File: config.mk
export PLATFORM = sky130hd
export DESIGN_NAME = fib_job_scheduler_flat
export DESIGN_NICKNAME = d
export VERILOG_FILES = /design/src/rtl/fib_pkg.sv /design/src/rtl/fib_job_scheduler_if.sv /design/src/rtl/fib_req_fifo.sv /design/src/rtl/fib_job_scheduler.sv /design/src/flat_wrapper.sv
export SDC_FILE = /design/constraint.sdc
export NUM_CORES = 1
export LEC_CHECK = 0
export ABC_AREA = 1
export CAP_MARGIN = 20
export CORE_UTILIZATION = 55
export DETAILED_ROUTE_END_ITERATION = 10
export PLACE_DENSITY_LB_ADDON = 0.15
export SLEW_MARGIN = 5
export SYNTH_ARGS = -nofsm -noshare
export SYNTH_HDL_FRONTEND = slang
export SYNTH_HIERARCHICAL = 1
export SYNTH_SLANG_ARGS = --single-unit
export TNS_END_PERCENT = 1
File: constraint.sdc
create_clock -name clk -period 5.5 [get_ports clk]
set_input_delay 0.55 -clock clk [delete_from_list [all_inputs] [get_ports clk]]
set_output_delay 0.55 -clock clk [all_outputs]
set_load 0.005 [all_outputs]
File: src/rtl/fib_pkg.sv
// Shared types for the Fibonacci job scheduler: default data width, FSM state
// encoding and the result record carried on the output stream.
package fib_pkg;

   localparam int unsigned FIB_DATA_W = 16;

   typedef enum logic [1:0] {
      IDLE,
      ISSUE,
      WAIT,
      OUT
   } sched_state_e;

   typedef struct packed {
      logic [FIB_DATA_W-1:0] n;
      logic [FIB_DATA_W-1:0] f;
      logic                  err;
   } fib_result_t;

endpackage

File: src/rtl/fib_job_scheduler_if.sv
// Request stream, core start/done link and result stream of the scheduler.
// slave = scheduler side, master = producer/core/consumer side.
interface fib_job_scheduler_if
   import fib_pkg::*;
#(
   parameter int unsigned DATA_W = FIB_DATA_W
);
   logic              req_valid;
   logic [DATA_W-1:0] req_n;
   logic              req_ready;
   logic              fib_start;
   logic [DATA_W-1:0] fib_din;
   logic [DATA_W-1:0] fib_dout;
   logic              fib_done;
   logic              res_valid;
   logic [DATA_W-1:0] res_n;
   logic [DATA_W-1:0] res_f;
   logic              res_err;
   logic              res_ready;
   logic              busy;

   modport slave (
      input  req_valid, req_n, fib_dout, fib_done, res_ready,
      output req_ready, fib_start, fib_din, res_valid, res_n, res_f, res_err, busy
   );

   modport master (
      output req_valid, req_n, fib_dout, fib_done, res_ready,
      input  req_ready, fib_start, fib_din, res_valid, res_n, res_f, res_err, busy
   );
endinterface

File: src/rtl/fib_req_fifo.sv
// Request FIFO (DATA_W x FIFO_DEPTH), first-word-fall-through read, async active-low reset.
// Pointers carry one extra wrap bit so full and empty are distinguishable.
module fib_req_fifo
   import fib_pkg::*;
#(
   parameter int unsigned DATA_W     = FIB_DATA_W,
   parameter int unsigned FIFO_DEPTH = 4
) (
   input  logic              clk_i,
   input  logic              rst_ni,
   input  logic              push_i,
   input  logic [DATA_W-1:0] wdata_i,
   input  logic              pop_i,
   output logic [DATA_W-1:0] rdata_o,
   output logic              full_o,
   output logic              empty_o
);
   localparam int unsigned AW = $clog2(FIFO_DEPTH);

   logic [AW:0]       wr_ptr_q, rd_ptr_q;
   logic [DATA_W-1:0] mem_q [FIFO_DEPTH];
   logic              do_push, do_pop;

   assign empty_o = (wr_ptr_q == rd_ptr_q);
   assign full_o  = (wr_ptr_q[AW] != rd_ptr_q[AW]) && (wr_ptr_q[AW-1:0] == rd_ptr_q[AW-1:0]);
   assign do_push = push_i && !full_o;
   assign do_pop  = pop_i && !empty_o;
   assign rdata_o = mem_q[rd_ptr_q[AW-1:0]];

   always_ff @(posedge clk_i or negedge rst_ni) begin
      if (!rst_ni) begin
         wr_ptr_q <= '0;
         rd_ptr_q <= '0;
      end else begin
         if (do_push) wr_ptr_q <= wr_ptr_q + 1'b1;
         if (do_pop)  rd_ptr_q <= rd_ptr_q + 1'b1;
      end
   end

   always_ff @(posedge clk_i) begin
      if (do_push) mem_q[wr_ptr_q[AW-1:0]] <= wdata_i;
   end
endmodule

File: src/rtl/fib_job_scheduler.sv
// Queues Fibonacci requests and runs them one at a time on the core, returning {n, F(n)}.
// Optional watchdog on the core wait: define FIB_SCHED_TIMEOUT_EN.
module fib_job_scheduler
   import fib_pkg::*;
#(
   parameter int unsigned DATA_W         = FIB_DATA_W,
   parameter int unsigned FIFO_DEPTH     = 4,
   parameter int unsigned TIMEOUT_CYCLES = 256
) (
   input  logic                clk,
   input  logic                reset,
   fib_job_scheduler_if.slave  bus
);
   if (FIFO_DEPTH < 2 || (FIFO_DEPTH & (FIFO_DEPTH - 1)) != 0 || TIMEOUT_CYCLES < 1) begin : g_cfg_err
      $error("fib_job_scheduler: FIFO_DEPTH must be a power of 2 >= 2, TIMEOUT_CYCLES >= 1");
   end

   sched_state_e      state_q, state_d;
   logic [DATA_W-1:0] n_q, f_q;
   logic              err_q;
   logic              first_q;
   logic              fifo_push, fifo_pop, fifo_full, fifo_empty;
   logic [DATA_W-1:0] fifo_head;
   logic              done_seen, timeout;

   assign fifo_push = bus.req_valid && !fifo_full;

   fib_req_fifo #(
      .DATA_W     (DATA_W),
      .FIFO_DEPTH (FIFO_DEPTH)
   ) u_fifo (
      .clk_i   (clk),
      .rst_ni  (reset),
      .push_i  (fifo_push),
      .wdata_i (bus.req_n),
      .pop_i   (fifo_pop),
      .rdata_o (fifo_head),
      .full_o  (fifo_full),
      .empty_o (fifo_empty)
   );

   // The first WAIT cycle may still see done from the previous job.
   assign done_seen = (state_q == WAIT) && !first_q && bus.fib_done;

`ifdef FIB_SCHED_TIMEOUT_EN
   localparam int unsigned CW = $clog2(TIMEOUT_CYCLES + 1);
   logic [CW-1:0] wait_cnt_q;

   always_ff @(posedge clk or negedge reset) begin
      if (!reset)                wait_cnt_q <= '0;
      else if (state_q == ISSUE) wait_cnt_q <= '0;
      else if (state_q == WAIT)  wait_cnt_q <= wait_cnt_q + 1'b1;
   end

   assign timeout = (state_q == WAIT) && !done_seen && (wait_cnt_q == CW'(TIMEOUT_CYCLES - 1));
`else
   assign timeout = 1'b0;
`endif

   always_ff @(posedge clk or negedge reset) begin
      if (!reset) state_q <= IDLE;
      else        state_q <= state_d;
   end

   always_comb begin
      state_d  = state_q;
      fifo_pop = 1'b0;
      unique case (state_q)
         IDLE: if (!fifo_empty) begin
            state_d  = ISSUE;
            fifo_pop = 1'b1;
         end
         ISSUE: state_d = WAIT;
         WAIT:  if (done_seen || timeout) state_d = OUT;
         OUT: if (bus.res_ready) begin
            if (!fifo_empty) begin
               state_d  = ISSUE;
               fifo_pop = 1'b1;
            end else begin
               state_d = IDLE;
            end
         end
         default: state_d = IDLE;
      endcase
   end

   always_ff @(posedge clk or negedge reset) begin
      if (!reset) begin
         n_q     <= '0;
         f_q     <= '0;
         err_q   <= 1'b0;
         first_q <= 1'b0;
      end else begin
         first_q <= (state_q == ISSUE);
         if (fifo_pop) n_q <= fifo_head;
         if (done_seen) begin
            f_q   <= bus.fib_dout;
            err_q <= 1'b0;
         end else if (timeout) begin
            f_q   <= '0;
            err_q <= 1'b1;
         end
      end
   end

   always_comb begin
      bus.req_ready = !fifo_full;
      bus.fib_start = (state_q == ISSUE);
      bus.fib_din   = n_q;
      bus.res_valid = (state_q == OUT);
      bus.res_n     = n_q;
      bus.res_f     = f_q;
      bus.res_err   = err_q;
      bus.busy      = (state_q != IDLE) || !fifo_empty;
   end
endmodule

File: src/flat_wrapper.sv
// flat-port wrapper written by rule: the top's interface ports become plain ports
module fib_job_scheduler_flat import fib_pkg::*;
#(
   parameter int unsigned DATA_W         = FIB_DATA_W,
   parameter int unsigned FIFO_DEPTH     = 4,
   parameter int unsigned TIMEOUT_CYCLES = 256
)
  (clk, reset, bus_req_valid, bus_req_n, bus_fib_dout, bus_fib_done, bus_res_ready, bus_req_ready, bus_fib_start, bus_fib_din, bus_res_valid, bus_res_n, bus_res_f, bus_res_err, bus_busy);
  fib_job_scheduler_if #(.DATA_W(DATA_W)) bus_i ();
  input  logic clk;
  input  logic reset;
  input wire logic [$bits(bus_i.req_valid)-1:0] bus_req_valid;
  input wire logic [$bits(bus_i.req_n)-1:0] bus_req_n;
  input wire logic [$bits(bus_i.fib_dout)-1:0] bus_fib_dout;
  input wire logic [$bits(bus_i.fib_done)-1:0] bus_fib_done;
  input wire logic [$bits(bus_i.res_ready)-1:0] bus_res_ready;
  output wire logic [$bits(bus_i.req_ready)-1:0] bus_req_ready;
  output wire logic [$bits(bus_i.fib_start)-1:0] bus_fib_start;
  output wire logic [$bits(bus_i.fib_din)-1:0] bus_fib_din;
  output wire logic [$bits(bus_i.res_valid)-1:0] bus_res_valid;
  output wire logic [$bits(bus_i.res_n)-1:0] bus_res_n;
  output wire logic [$bits(bus_i.res_f)-1:0] bus_res_f;
  output wire logic [$bits(bus_i.res_err)-1:0] bus_res_err;
  output wire logic [$bits(bus_i.busy)-1:0] bus_busy;
  assign bus_i.req_valid = bus_req_valid;
  assign bus_i.req_n = bus_req_n;
  assign bus_i.fib_dout = bus_fib_dout;
  assign bus_i.fib_done = bus_fib_done;
  assign bus_i.res_ready = bus_res_ready;
  assign bus_req_ready = bus_i.req_ready;
  assign bus_fib_start = bus_i.fib_start;
  assign bus_fib_din = bus_i.fib_din;
  assign bus_res_valid = bus_i.res_valid;
  assign bus_res_n = bus_i.res_n;
  assign bus_res_f = bus_i.res_f;
  assign bus_res_err = bus_i.res_err;
  assign bus_busy = bus_i.busy;
  fib_job_scheduler #(.DATA_W(DATA_W), .FIFO_DEPTH(FIFO_DEPTH), .TIMEOUT_CYCLES(TIMEOUT_CYCLES)) u_core (.clk(clk), .reset(reset), .bus(bus_i));
endmodule
---- After elaboration in Yosys (flattened, before gate mapping) ----
Memory sizes are Yosys's and may differ from the RTL's. A register that Yosys moved wholly into a read port is not among the register bits.
Index checks and enable logic that the tools add are counted.
W data, S select, Z words.
cells by class
  add/subtract/negate cells ............... 2
  equality and inequality tests ........... 9
  muxes and demuxes ....................... 10
  reduce and logical (&&, ||, !) cells .... 14
operator list
  operator               number
  $pmux W2 S4            1
  $add A3 B1 Y3 const B  2
  $logic_and A1 B1 Y1    6
  $mux W2                3
  $mux W1                5
  $eq A2 B2 Y1 const B   2
  $logic_not A1 Y1       4
  $ne A2 B2 Y1 const B   2
  $eq A3 B3 Y1           1
  $reduce_and A3 Y1      1
  $eq A2 B1 Y1 const B   1
  $eq A2 B2 Y1           1
  $logic_not A2 Y1       1
  $ne A2 B1 Y1 const B   1
  $pmux W1 S2            1
  $reduce_bool A2 Y1     1
  $logic_or A1 B1 Y1     1
  $ne A1 B1 Y1           1
word-level totals
  register bits after elaboration ......... 25
  bits in writable memories ............... 64
  input bits .............................. 37
  output and inout port bits .............. 53
  word-level logic and storage cells ...... 41
  memories ................................ 1
memory list
  memory               words  bits a word  read ports  clocked after memory_dff  write ports  line                source
  u_core.u_fifo.mem_q  4      16           1           1                         1            fib_req_fifo.sv:21  logic [DATA_W-1:0] mem_q [FIFO_DEPTH];

---- Logic depth before layout (Yosys ltp) ----
  word-level depth ........................ 7
  gate-level depth with buffers ........... 13
  mapped depth without buffers ............ 11

---- By module ----
Netlist, hierarchy kept.
modules (own cells, without submodules)
  module             instances  cells each  area an instance (µm²)
  fib_req_fifo       1          216         2835.2
  fib_job_scheduler  1          196         1669.1

---- Worst setup path after synthesis ----
OpenSTA, ideal clock, no wires.
  path type ............................... flip-flop to flip-flop
  from .................................... register u_core.u_fifo.rd_ptr_q[1]
  to ...................................... memory u_core/u_fifo/mem_q[0][0] (netlist name) (enable)
  setup time .............................. 0.389 ns
  arrival ................................. 1.827 ns
  path slack .............................. 3.285 ns
  stages on the path, launching flop included .. 9
  cell sequence ........................... dfrtp_1 buf_6 nand2_1 nand2_2 nand3_4 inv_1 nor2_1 nand2_2 nor2_1
on the way
  longest elaborated chain between the ends .. 7
ends and longest elaborated chain
  what                           line                     source
  from (decl)                    fib_req_fifo.sv:20       logic [AW:0] wr_ptr_q, rd_ptr_q;
  from (signal assigned)         fib_req_fifo.sv:36       if (do_pop) rd_ptr_q <= rd_ptr_q + 1'b1;
  $eq A2 B2 Y1                   fib_req_fifo.sv:25       assign full_o = (wr_ptr_q[AW] != rd_ptr_q[AW]) && (wr_ptr_q[AW-1:0] == rd_ptr_q[AW-1:0]);
  $logic_and A1 B1 Y1            fib_req_fifo.sv:25
  named net u_core.fifo_full     fib_job_scheduler.sv:22  logic fifo_push, fifo_pop, fifo_full, fifo_empty;
  $logic_not A1 Y1               fib_job_scheduler.sv:26  assign fifo_push = bus.req_valid && !fifo_full;
  $logic_and A1 B1 Y1            fib_job_scheduler.sv:26
  named net u_core.fifo_push     fib_job_scheduler.sv:22
  $logic_and A1 B1 Y1            fib_req_fifo.sv:26       assign do_push = push_i && !full_o;
  $mux W1                        fib_req_fifo.sv:41       if (do_push) mem_q[wr_ptr_q[AW-1:0]] <= wdata_i;
  $mux W1 (implied by the code)  fib_req_fifo.sv:41
  to (decl)                      fib_req_fifo.sv:21
The timed path passes the listed nets, and every way through them passes these cells.

---- Final worst setup path ----
  from .................................... register u_core.u_fifo.rd_ptr_q[1]
  to ...................................... output port bus_busy
on the way
  longest elaborated chain between the ends .. 3
ends and longest elaborated chain
  what                         line                      source
  $eq A3 B3 Y1                 fib_req_fifo.sv:24        assign empty_o = (wr_ptr_q == rd_ptr_q);
  named net u_core.fifo_empty  fib_job_scheduler.sv:22
  $logic_not A1 Y1             -
  $logic_or A1 B1 Y1           fib_job_scheduler.sv:114  bus.busy = (state_q != IDLE) || !fifo_empty;
  to (decl)                    flat_wrapper.sv:24        output wire logic [$bits(bus_i.busy)-1:0] bus_busy;
The timed path passes the listed nets, and every way through them passes these cells.

==> qor.txt <==
Routed Antenna Nets - 0
Critical Path RT - 4.95 ns
number of cells on the worst reg-to-reg path - 10
maximum number of pins on one net before global-route repair - 42
Hold Path Class - in2async
vertical extent of the die - 92.5 um
Clock H-tree levels - 3
Horiz. Die Dim - 92.5 um
Hold Vio Cnt, Final - 0
count of nets after finishing - 530
Buffers on Ports - 88
setup total negative slack - 0 ns
placed wire-length estimate - 5640 um
Placer Congestion - 0.801
average cell area after synthesis - 10.9 um^2
hold bufs inserted after CTS - 0
placement row count - 32
top flip-flop cell by instance count after synthesis - edfxtp_1
root buffer cell - clkbuf_8
total overflow reported by the global router - 0
aggregate global-route resource usage - 20.8%
worst hold slack - 0.302 ns
residual DRC count - 0
Power per Cell Area - 537 mW/mm^2
remaining max-slew budget at the tightest pin - 40.3%
reg2reg start - u_core/u_fifo/rd_ptr_q[1]
final WL - 8440 um
worst clock skew on the final layout - 0.0123 ns
per-cell routed wire length - 14.3 um
I/O pin total - 90
Final Cell Area - 0.00550 mm^2
Critical Setup Path Class - reg2out
Max-Cap Viols - 0
YS warnings - 6
sequential share of the synthesized area - 65.4%
R2R Path End - u_core/u_fifo/mem_q[3][13]
top cells by count, synth - nand2_1, edfxtp_1, o21ai_0
placed standard-cell area - 0.00530 mm^2
via count of the first global-routing pass - 2,789
clock transition time at the flip-flop clock pins of the worst setup and hold paths - 0.10 ns
async set-or-reset flop fraction in the synthesized netlist - 39.0%
Post-synth EDFFs - 64
routed vias/inst - 5.07
outcome - completed
latest clock arrival within the worst-skew pair - 0.35 ns
achievable frequency - 345 MHz
synth top area cells - edfxtp_1, dfrtp_1, nand2_1
area of the core - 0.00781 mm^2
clock sink total - 105
Die ar. - 0.00856 mm^2
Leakage Power - 2.33 nW
relative area change from synthesis to final layout - 22.0%
Critical Path End Type - output pin
final clock period utilization by the worst path - 52.7%
PnR Total Power - 2.95 mW
Worst Tran Pin Value - 0.894 ns
count of cell types in the netlist - 27
layout cell share with drive strength beyond 1 - 7.17%
cts bufs inserted - 9
VDD IR-drop max - 0.000209 V
clock tree from TritonCTS - done
Vias - 2,992
antenna violations before repair - 0
cell type contributing the most total cell area after synthesis - edfxtp_1
Initial DRT Pass Iterations - 4
data arrival at the endpoint of the critical path - 2.35 ns
global-route wire length before repair - 13,500 um
maximum number of buffers from clock root to sink - 2
most instantiated library cell after synthesis - nand2_1
RSZ-0062 raised after global routing - no
final core utilization - 70.4%
Setup Fix Bufs, Post-CTS - 0
final worst path period need - 2.90 ns
register bit total from synthesis - 105
# diodes - 0
gate count of the mapped netlist - 412
CTS resizes - 0
maximum fanout encountered on the critical timing path - 20
Syn Nets - 459
Initial Utilization - 57.7%
post-synthesis instance area - 0.00450 mm^2
starting DRC count in detailed routing - 149
Final Max Slew Viols - 0
reg-to-reg setup timing slack - 2.72 ns
critical path startpoint category - register
Synth top area share - 42.7%
final setup violation count - 0
through the flow:
stage          instances  setup slack, ns
2_1_floorplan        412             3.28
3_3_place_gp         573             2.74
3_5_place_dp         573             2.59
4_1_cts              589             2.39
5_1_grt              590             2.42
6_report             590             2.60
cells in the final DEF, fill, tap and decap left out, drive strengths merged:
master         count
ha                10
clkinvlp           1
nand2            103
dfrtp             41
xor2               1
conb               1
inv               45
a21oi              2
clkdlybuf4s50     87
xnor2              1
o22ai             16
o21ai             49
clkbuf            11
nor2              41
edfxtp            64
nand3             10
buf                5
worst max-delay path by stage:
stage                                  to                      start  depth (start not counted)  slack, ns
6_report                         bus_busy  u_core/u_fifo/rd_ptr_q[1]                          7       2.60
5_1_grt                          bus_busy  u_core/u_fifo/rd_ptr_q[1]                          7       2.42
4_1_cts                          bus_busy  u_core/u_fifo/rd_ptr_q[0]                          5       2.39
3_5_place_dp   u_core/u_fifo/mem_q[3][11]  u_core/u_fifo/rd_ptr_q[0]                          8       2.59
3_3_place_gp   u_core/u_fifo/mem_q[3][10]  u_core/u_fifo/rd_ptr_q[0]                          8       2.74
2_1_floorplan   u_core/u_fifo/mem_q[0][0]  u_core/u_fifo/rd_ptr_q[1]                          8       3.28
state kept, by name, indices dropped and copies added, names as in the netlist:
register                count
u_core/u_fifo/mem_q        64
u_core/bus.fib_din         16
u_core/bus.res_f           16
u_core/u_fifo/rd_ptr_q      3
u_core/u_fifo/wr_ptr_q      3
u_core/state_q              2
u_core/first_q              1
kinds of logic after synthesis:
family                     after synthesis  synth area share (%)
and+or+nand+nor                        154                  14.3
DFF                                    105                  65.4
buffers and inverters                   73                  8.72
AOI/OAI and AO/OA                       67                  7.89
adders and majority gates               10                  2.78
xor gates and xnor gates                 2                 0.806
other                                    1                0.0833
cell type report:
cell class | instances | area, um^2
timing repair buffer | 92 | 926
sequential | 105 | 2950
fill | 569 | 2310
clock buffer | 11 | 131
inverter | 41 | 161
tap | 102 | 128
multi-input combinational | 234 | 1160
clock inverter | 5 | 37.5
power breakdown:
group          internal, mW  switching, mW  leakage [nW]  total, mW
Combinational         0.599          0.674          1.15       1.27
Clock                 0.169          0.250        0.0852      0.419
Sequential             1.10          0.159          1.10       1.26
critical path: stages (launching register included):
cell	delay, ns
dfrtp_1	0.78
inv_4	0.19
nand2_1	0.12
nand2_2	0.08
nand3_2	0.13
inv_1	0.09
nand2_1	0.10
clkdlybuf4s50_1	0.50
routing by layer:
metal | vias up | wire length [um] | global-route usage, %
met2 | 98 | 4020 | 33.6
met3 | 7 | 526 | 3.78
met4 | 0 | 78 | 7.81
met5 | - | 0 | 0
met1 | 1405 | 3810 | 28.2
li1 | 1482 | - | -
Power figures use the tool's default switching activity.
